`src/rtl/timer_multi_pkg.sv`:
```
// Shared definitions for the multi-channel countdown timer: clock defaults,
// mode encoding and the prescaler width helper.
package timer_multi_pkg;

  localparam int DEF_CLK_FREQ = 25_000_000;
  localparam int SIM_TICK_DIV = 4;

  typedef enum logic {
    MODE_ONESHOT = 1'b0,
    MODE_RELOAD  = 1'b1
  } mode_e;

  // Prescaler needs at least one bit even when every edge is a tick.
  function automatic int presc_width(input int div);
    return (div > 1) ? $clog2(div) : 1;
  endfunction

endpackage

```
`src/rtl/timer_channel.sv`:
```
// Single countdown channel: prescaler phase, remaining count, reload value and
// mode, with a registered one-cycle expiry pulse.
module timer_channel
  import timer_multi_pkg::*;
#(
  parameter int TICK_DIV  = SIM_TICK_DIV,
  parameter int CNT_W     = 8,
  parameter int RESET_VAL = 10,
  parameter int WARN_TH   = 3
) (
  input  logic             clk,
  input  logic             rst,
  input  logic             i_start,
  input  logic             i_en,
  input  logic             i_reload,
  input  logic [CNT_W-1:0] i_load_val,
  output logic [CNT_W-1:0] o_value,
  output logic             o_timeout,
  output logic             o_running,
  output logic             o_warn
);

  localparam int PS_W = presc_width(TICK_DIV);
  localparam logic [PS_W-1:0]  PS_LAST = PS_W'(TICK_DIV - 1);
  localparam logic [CNT_W-1:0] RST_V   = CNT_W'(RESET_VAL);
  localparam logic [CNT_W-1:0] WARN_V  = CNT_W'(WARN_TH);
  localparam logic [CNT_W-1:0] ONE_V   = CNT_W'(1);

  logic [PS_W-1:0]  presc_reg, presc_next;
  logic [CNT_W-1:0] value_reg, value_next;
  logic [CNT_W-1:0] reload_val_reg, reload_val_next;
  mode_e            mode_reg, mode_next;
  logic             timeout_reg, timeout_next;

  logic value_nz;
  assign value_nz = (value_reg != '0);

  always_ff @(posedge clk or posedge rst) begin
    if (rst) begin
      presc_reg      <= '0;
      value_reg      <= RST_V;
      reload_val_reg <= RST_V;
      mode_reg       <= MODE_ONESHOT;
      timeout_reg    <= 1'b0;
    end else begin
      presc_reg      <= presc_next;
      value_reg      <= value_next;
      reload_val_reg <= reload_val_next;
      mode_reg       <= mode_next;
      timeout_reg    <= timeout_next;
    end
  end

  always_comb begin
    presc_next      = presc_reg;
    value_next      = value_reg;
    reload_val_next = reload_val_reg;
    mode_next       = mode_reg;
    timeout_next    = 1'b0;
    if (i_start) begin
      // A start wins over a coincident tick, so no expiry is reported.
      value_next      = i_load_val;
      reload_val_next = i_load_val;
      mode_next       = i_reload ? MODE_RELOAD : MODE_ONESHOT;
      presc_next      = '0;
    end else if (i_en && value_nz) begin
      if (presc_reg == PS_LAST) begin
        presc_next = '0;
        if (value_reg == ONE_V) begin
          timeout_next = 1'b1;
          value_next   = (mode_reg == MODE_RELOAD) ? reload_val_reg : '0;
        end else begin
          value_next = value_reg - ONE_V;
        end
      end else begin
        presc_next = presc_reg + 1'b1;
      end
    end
  end

  assign o_value   = value_reg;
  assign o_timeout = timeout_reg;
  assign o_running = i_en && value_nz;
  assign o_warn    = value_nz && (value_reg <= WARN_V);

endmodule

```
`src/rtl/timer_multi.sv`:
```
// N_CH independent countdown channels on packed buses, plus a combined
// expiry flag for the beeper.
module timer_multi
  import timer_multi_pkg::*;
#(
  parameter int CLK_FREQ  = DEF_CLK_FREQ,
  parameter int TICK_DIV  = CLK_FREQ,
  parameter int N_CH      = 4,
  parameter int CNT_W     = 8,
  parameter int RESET_VAL = 10,
  parameter int WARN_TH   = 3
) (
  input  logic                  clk,
  input  logic                  rst,
  input  logic [N_CH-1:0]       i_start,
  input  logic [N_CH-1:0]       i_en,
  input  logic [N_CH-1:0]       i_reload,
  input  logic [N_CH*CNT_W-1:0] i_load_val,
  output logic [N_CH*CNT_W-1:0] o_time_val,
  output logic [N_CH-1:0]       o_timeout,
  output logic [N_CH-1:0]       o_running,
  output logic [N_CH-1:0]       o_warn,
  output logic                  o_any_timeout
);

  generate
    for (genvar gi = 0; gi < N_CH; gi++) begin : g_ch
      timer_channel #(
        .TICK_DIV  (TICK_DIV),
        .CNT_W     (CNT_W),
        .RESET_VAL (RESET_VAL),
        .WARN_TH   (WARN_TH)
      ) u_ch (
        .clk        (clk),
        .rst        (rst),
        .i_start    (i_start[gi]),
        .i_en       (i_en[gi]),
        .i_reload   (i_reload[gi]),
        .i_load_val (i_load_val[gi*CNT_W +: CNT_W]),
        .o_value    (o_time_val[gi*CNT_W +: CNT_W]),
        .o_timeout  (o_timeout[gi]),
        .o_running  (o_running[gi]),
        .o_warn     (o_warn[gi])
      );
    end
  endgenerate

  assign o_any_timeout = |o_timeout;

endmodule

```
`config.mk`:
```
export PLATFORM = sky130hd
export DESIGN_NAME = timer_multi
export DESIGN_NICKNAME = d
export VERILOG_FILES = /design/src/rtl/timer_multi_pkg.sv /design/src/rtl/timer_channel.sv /design/src/rtl/timer_multi.sv
export SDC_FILE = /design/constraint.sdc
export NUM_CORES = 1
export LEC_CHECK = 0
export CAP_MARGIN = 20
export CORE_ASPECT_RATIO = 0.7
export CORE_MARGIN = 4
export CORE_UTILIZATION = 59
export CTS_BUF_LIST = sky130_fd_sc_hd__clkbuf_4
export CTS_CLUSTER_SIZE = 20
export DETAILED_ROUTE_END_ITERATION = 10
export GPL_ROUTABILITY_DRIVEN = 1
export PLACE_DENSITY = 0.93
export SYNTH_ARGS = -nofsm -noshare
export SYNTH_HDL_FRONTEND = slang
export SYNTH_HIERARCHICAL = 1
export SYNTH_SLANG_ARGS = --single-unit
```
`constraint.sdc`:
```
create_clock -name clk -period 4.2 [get_ports clk]
set_input_delay 0.84 -clock clk [delete_from_list [all_inputs] [get_ports clk]]
set_output_delay 0.84 -clock clk [all_outputs]
set_load 0.01 [all_outputs]
```
After elaboration in Yosys (flattened, before gate mapping)
Cells that the tools add are included.
- register bits: 172
- bits in latches: 0
- RAM bits: 0
- ROM bits: 0
- input bits: 46
- output and inout bits: 45
- word-level logic and storage cells: 117
- memories: 0
- add/sub/neg operators: 8
- multipliers: 0
- divide/modulo/power cells: 0
- order comparisons: 4
- equality and inequality tests: 8
- shifts and indexed selects: 0
- muxes and demuxes: 52
- bitwise gates (word level): 0
- reductions and logical operators: 25
- operator list (operator ; number):
    $mux W25 ; 12
    $mux W8 ; 20
    $add A25 B1 Y25 const B ; 4
    $eq A25 B25 Y1 const B ; 4
    $eq A8 B1 Y1 const B ; 4
    $le A8 B2 Y1 const B ; 4
    $reduce_bool A8 Y1 ; 4
    $sub A8 B1 Y8 const B ; 4
    $mux W1 ; 20
    $reduce_bool A2 Y1 ; 8
    $logic_and A1 B1 Y1 ; 8
    $reduce_and A2 Y1 ; 4
    $reduce_or A4 Y1 ; 1

Longest topological paths before layout
- depth after elaboration: 5
- gate-level depth with buffers: 9
- mapped depth without buffers: 8

By module
Netlist, hierarchy kept.
- modules (own cells, without submodules) (module ; instances ; cells each ; area an instance (um2) ; seq. area each (um2)):
    timer_channel at g_ch[0].u_ch ... ; 3 ; 283 ; 2585.0 ; 1081.0
    timer_channel at g_ch[1].u_ch ; 1 ; 259 ; 2486.1 ; 1081.0
    timer_multi ; 1 ; 1 ; 7.5 ; 0.0

Worst setup path before layout
No wires, ideal clock.
- kind: register to output
- start: register g_ch[1].u_ch.value_reg[0]
- end: output port o_running[1]
- data arrival time: 1.652 ns
- required time: 3.360 ns
- slack: 1.708 ns
- stages on the path, launching flop included: 7
- buffers on the path: 1
- path through: dfrtp_1 inv_1 ha_1 or4b_1 o21ai_4 inv_2 buf_6
- cells in the longest elaborated chain, start to end: 2
- ends and longest elaborated chain (what ; line ; text):
    from (decl) ; timer_channel.sv:30 ; logic [CNT_W-1:0] value_reg, value_next;
    from (signal assigned) ; timer_channel.sv:47 ; value_reg <= value_next;
    $reduce_bool A8 Y1 ; timer_channel.sv:36 ; assign value_nz = (value_reg != '0);
    $logic_and A1 B1 Y1 ; timer_channel.sv:83 ; assign o_running = i_en && value_nz;
    to (decl) ; timer_multi.sv:21 ; output logic [N_CH-1:0] o_running,
Every way passes these cells.

Worst setup path after layout
Same ends and word-level chain as after synthesis.

==> run_results.csv <==
group,metric,value,unit
power,maximum_vdd_drop,0.174,mV
timing,relSlewSlack,51.6,%
run,max_cap_viol_count,0,
die,fp.coreArea,17100,sq um
timing,timing_worst_slew_pin_value,0.722,ns
clock_tree,insertion_delay_of_the_later_clocked_pin_in_the_worst_skew_pair,0.60,ns
worst_setup_path,setup.worst_path.start_class,"flop",
worst_setup_path,r2r_cells,8,
timing,max_freq,254,MHz
placed_design,gpl.final_weighted_congestion,0.899,
die,die_x,166,microns
clock_tree,cts_setup_buffers,0,
grt,globalRoute.totalOverflow,0,
detailed_routing,wire_per_inst,17.5,microns
yosys,ys.warnings.count,6,
worst_setup_path,slowest_stage_delay_on_critical_path,0.54,ns
die,initial_utilization,59.9,%
clock_tree,cts.repair.resized,0,
yosys,postSynthRegisterBits,172,
power,areal_power_density_over_the_cells,313,nW/um^2
worst_setup_path,critical_path.startpoint,"g_ch[1].u_ch/o_value[0]$_DFFE_PP0P_",
power,power_leakage,4.74,nW
yosys,synthArstFlopShare,100,%
timing,fin_crit,3.93,ns
clock_tree,htreeDepth,4,
placed_design,placement.io_buffers,90,
yosys,netlist_area,10200,sq um
detailed_routing,drt_first_iter_violations,1114,
final_layout,postLayoutCoreUtil,67.3,%
yosys,edff_count_synth,0,
grt,largest_net_degree_at_the_start_of_global_routing,51,
clock_tree,root_buffer,"clkbuf_4",
yosys,yosysSeqAreaShare,42.2,%
grt,first_global_vias,8349,
die,die_extent_in_y,118,microns
timing,finalSetupViolCount,0,
timing,layout_worst_path_cycle_share,93.6,%
die,dieArea,19600,sq um
timing,slew_viols_final,0,
worst_setup_path,setup.reg_to_reg.worst_slack,1.56,ns
detailed_routing,drt-total-wl,24800,microns
final_layout,fillerInstances,1332,
final_layout,largest_register_ff_count,100,
final_layout,syn_to_final_growth,12.5,%
worst_setup_path,worstPathRequired,3.36,ns
yosys,synth_nets,1171,
worst_setup_path,cpMaxStageDelayCell,"clkdlybuf4s50_1",
status,status,"completed",
detailed_routing,detailroute.via_count,8992,
yosys,synth.avg_cell_area,9.24,sq um
min_path,worstHoldPathType,"reg2reg",
yosys,synthFlopType,"dfrtp_1",
grt,global_route.usage.total,25.4,%
timing,final.setup.tns,0,ns
final_layout,design.final.nets,1237,
worst_setup_path,critPathMaxFanout,18,
timing,finalWorstSetupSlack,0.270,ns
grt,grt_first_pass_wirelength,41200,microns
clock_tree,clk_transition_reported_paths,0.14,ns
clock_tree,numCtsBuffers,17,
placed_design,dpl_worst_slack,0.932,ns
worst_setup_path,worstSetupPathType,"reg2out",
worst_setup_path,critical_path.endpoint_type,"output port",
detailed_routing,detail_route.drc_violations,0,
final_layout,drive_gt1_share,10.8,%
yosys,synthDistinctLibCells,72,
detailed_routing,vias_per_cell,6.33,
clock_tree,max_root_sink_buffers,2,
grt,antenna_violations_before_repair,1,
detailed_routing,first_pass_iters,6,
worst_setup_path,timing.critical_path.arrival,3.09,ns
die,core.rowCount,40,
clock_tree,clock_tree_from_tritoncts,"yes",
timing,hold_violations,0,
detailed_routing,drtAntennaViolNets,0,
clock_tree,clock-sinks,172,
yosys,syn_inst,1109,
clock_tree,cts_hold_repair.buffers,0,
worst_setup_path,worstReg2RegEnd,"g_ch[1].u_ch/presc_reg[22]$_DFFE_PP0P_",
timing,worst_clock_skew,0.0239,ns
die,num_io_pins,91,
worst_setup_path,ff_to_ff_start,"g_ch[1].u_ch/o_value[0]$_DFFE_PP0P_",
worst_setup_path,crit_chain,"inv_1 -> ha_1 -> or4b_1 -> o21ai_4 -> inv_2 -> clkdlybuf4s50_1",
worst_setup_path,critical_path.endpoint,"o_running[1]",
placed_design,hpwl,17400,microns
timing,grt_setup_unrepaired,"false",
-- cell usage after synthesis (all sizes together) (5+ instances only) --
library cell | count | area [sq um]
a21bo | 6 | 60.1
a21o | 17 | 150
a21oi | 56 | 280
a22o | 12 | 105
a311oi | 5 | 43.8
a31oi | 16 | 119
and3 | 20 | 125
and4 | 11 | 96.3
buf | 28 | 221
clkbuf | 30 | 113
dfrtp | 156 | 3900
dfstp | 16 | 420
ha | 16 | 200
inv | 76 | 285
mux2 | 22 | 248
mux2i | 21 | 210
nand2 | 88 | 353
nand3 | 43 | 215
nand4 | 30 | 194
nand4b | 9 | 78.8
nor2 | 66 | 248
nor2b | 12 | 75.1
nor3 | 37 | 185
nor3b | 9 | 67.6
nor4 | 24 | 319
nor4b | 10 | 93.8
o211ai | 6 | 60.1
o21a | 6 | 45.0
o21ai | 123 | 631
o31ai | 13 | 103
or2 | 12 | 75.1
or3 | 8 | 50.1
or4 | 40 | 312
xnor2 | 11 | 96.3
xor2 | 13 | 114
-- cells by family (layout without fill, tap and decap cells) --
group	after synthesis	count (layout)	synth area share, %
AND/OR/NAND/NOR	431	431	25.3
adder cells (fa/ha/maj)	16	16	1.95
other	0	1	0
XOR/XNOR	24	24	2.05
multiplexers	43	43	4.47
buffers and inverters	134	213	6.04
flip-flops	172	172	42.2
AO/OA/AOI/OAI	289	289	18.0
-- area by class of cell --
type / instances / area (sq um) / area share (%)
inverter: 76 / 285 / 2.48
timing repair buffer: 105 / 1010 / 8.79
tap: 231 / 289 / 2.51
clock buffer: 20 / 150 / 1.30
multi-input combinational: 803 / 5320 / 46.2
clock inverter: 12 / 138 / 1.19
sequential: 172 / 4320 / 37.5
antenna: 1 / 2.50 / 0.0217
-- layout by cell type, fill, tap and decap left out, types with 10 or more instances in the layout --
cell             Yosys  layout
xnor2_1             11      11
o31ai_1             12      12
a21o_1              14      14
nand3_1             43      43
buf_4                0      15
inv_1               75      73
mux2_2              16      16
a31oi_1             13      13
clkbuf_4             0      20
o21ai_1             22      22
nor2_1              66      66
dfstp_2             16      16
a22o_1              12      12
and4_1              11      11
a21oi_1             56      56
dfrtp_1            156     156
mux2i_1             21      21
clkdlybuf4s50_1      0      90
o21ai_0             99      99
or4_1               37      37
nor3_1              37      37
and3_1              20      20
ha_1                16      16
nand4_1             29      29
nor4_4              10      10
nand2_1             85      85
xor2_1              13      13
nor4_1              11      11
nor2b_1             12      12
-- where the power goes --
group | total [mW] | internal, mW | leakage [nW] | switching [mW]
logic | 0.711 | 0.332 | 2.34 | 0.378
registers | 1.91 | 1.77 | 2.24 | 0.146
clock network | 0.986 | 0.380 | 0.150 | 0.606
total | 3.61 | 2.48 | 4.74 | 1.13
-- how the worst min path moves through the flow --
stage,startpoint,endpoint,slack [ns],depth (start not counted)
after floorplan,g_ch[0].u_ch/reload_val_reg[3]$_DFFE_PP1P_,g_ch[0].u_ch/reload_val_reg[3]$_DFFE_PP1P_,0.45,2
after detailed placement,g_ch[0].u_ch/reload_val_reg[3]$_DFFE_PP1P_,g_ch[0].u_ch/reload_val_reg[3]$_DFFE_PP1P_,0.46,2
after global placement,g_ch[2].u_ch/reload_val_reg[3]$_DFFE_PP1P_,g_ch[2].u_ch/reload_val_reg[3]$_DFFE_PP1P_,0.46,2
after CTS,g_ch[0].u_ch/reload_val_reg[3]$_DFFE_PP1P_,g_ch[0].u_ch/reload_val_reg[3]$_DFFE_PP1P_,0.48,2
after global routing,g_ch[0].u_ch/reload_val_reg[3]$_DFFE_PP1P_,g_ch[0].u_ch/reload_val_reg[3]$_DFFE_PP1P_,0.50,2
final,g_ch[3].u_ch/reload_val_reg[3]$_DFFE_PP1P_,g_ch[3].u_ch/reload_val_reg[3]$_DFFE_PP1P_,0.48,2
-- through the flow --
| step | total power, mW | cell area (sq um) | hold slack (ns) | cells |
|---|---|---|---|---|
| after floorplan | 2.36 | 10200 | 0.448 | 1109 |
| after global placement | 2.61 | 11200 | 0.457 | 1387 |
| after detailed placement | 2.64 | 11200 | 0.462 | 1387 |
| after CTS | 3.63 | 11500 | 0.484 | 1419 |
| after global routing | 3.80 | 11500 | 0.503 | 1420 |
| final | 3.61 | 11500 | 0.485 | 1420 |
-- worst max-delay path: cells and delay by family, from the launching register on --
family                     cells  cell delay, ns
adders and majority gates      1            0.18
and+or+nand+nor                1            0.49
buffers and inverters          3            0.94
DFF                            1            0.47
AOI/OAI and AO/OA              1            0.41
-- metal layers --
metal	vias up	global-route usage, %	wire length [microns]
met5	-	0	0
met4	0	7.16	347
met3	30	4.74	1660
met2	379	38.3	11300
met1	4346	37.5	11500
li1	4237	-	-
Note: power is estimated with default switching activity, not from simulation.
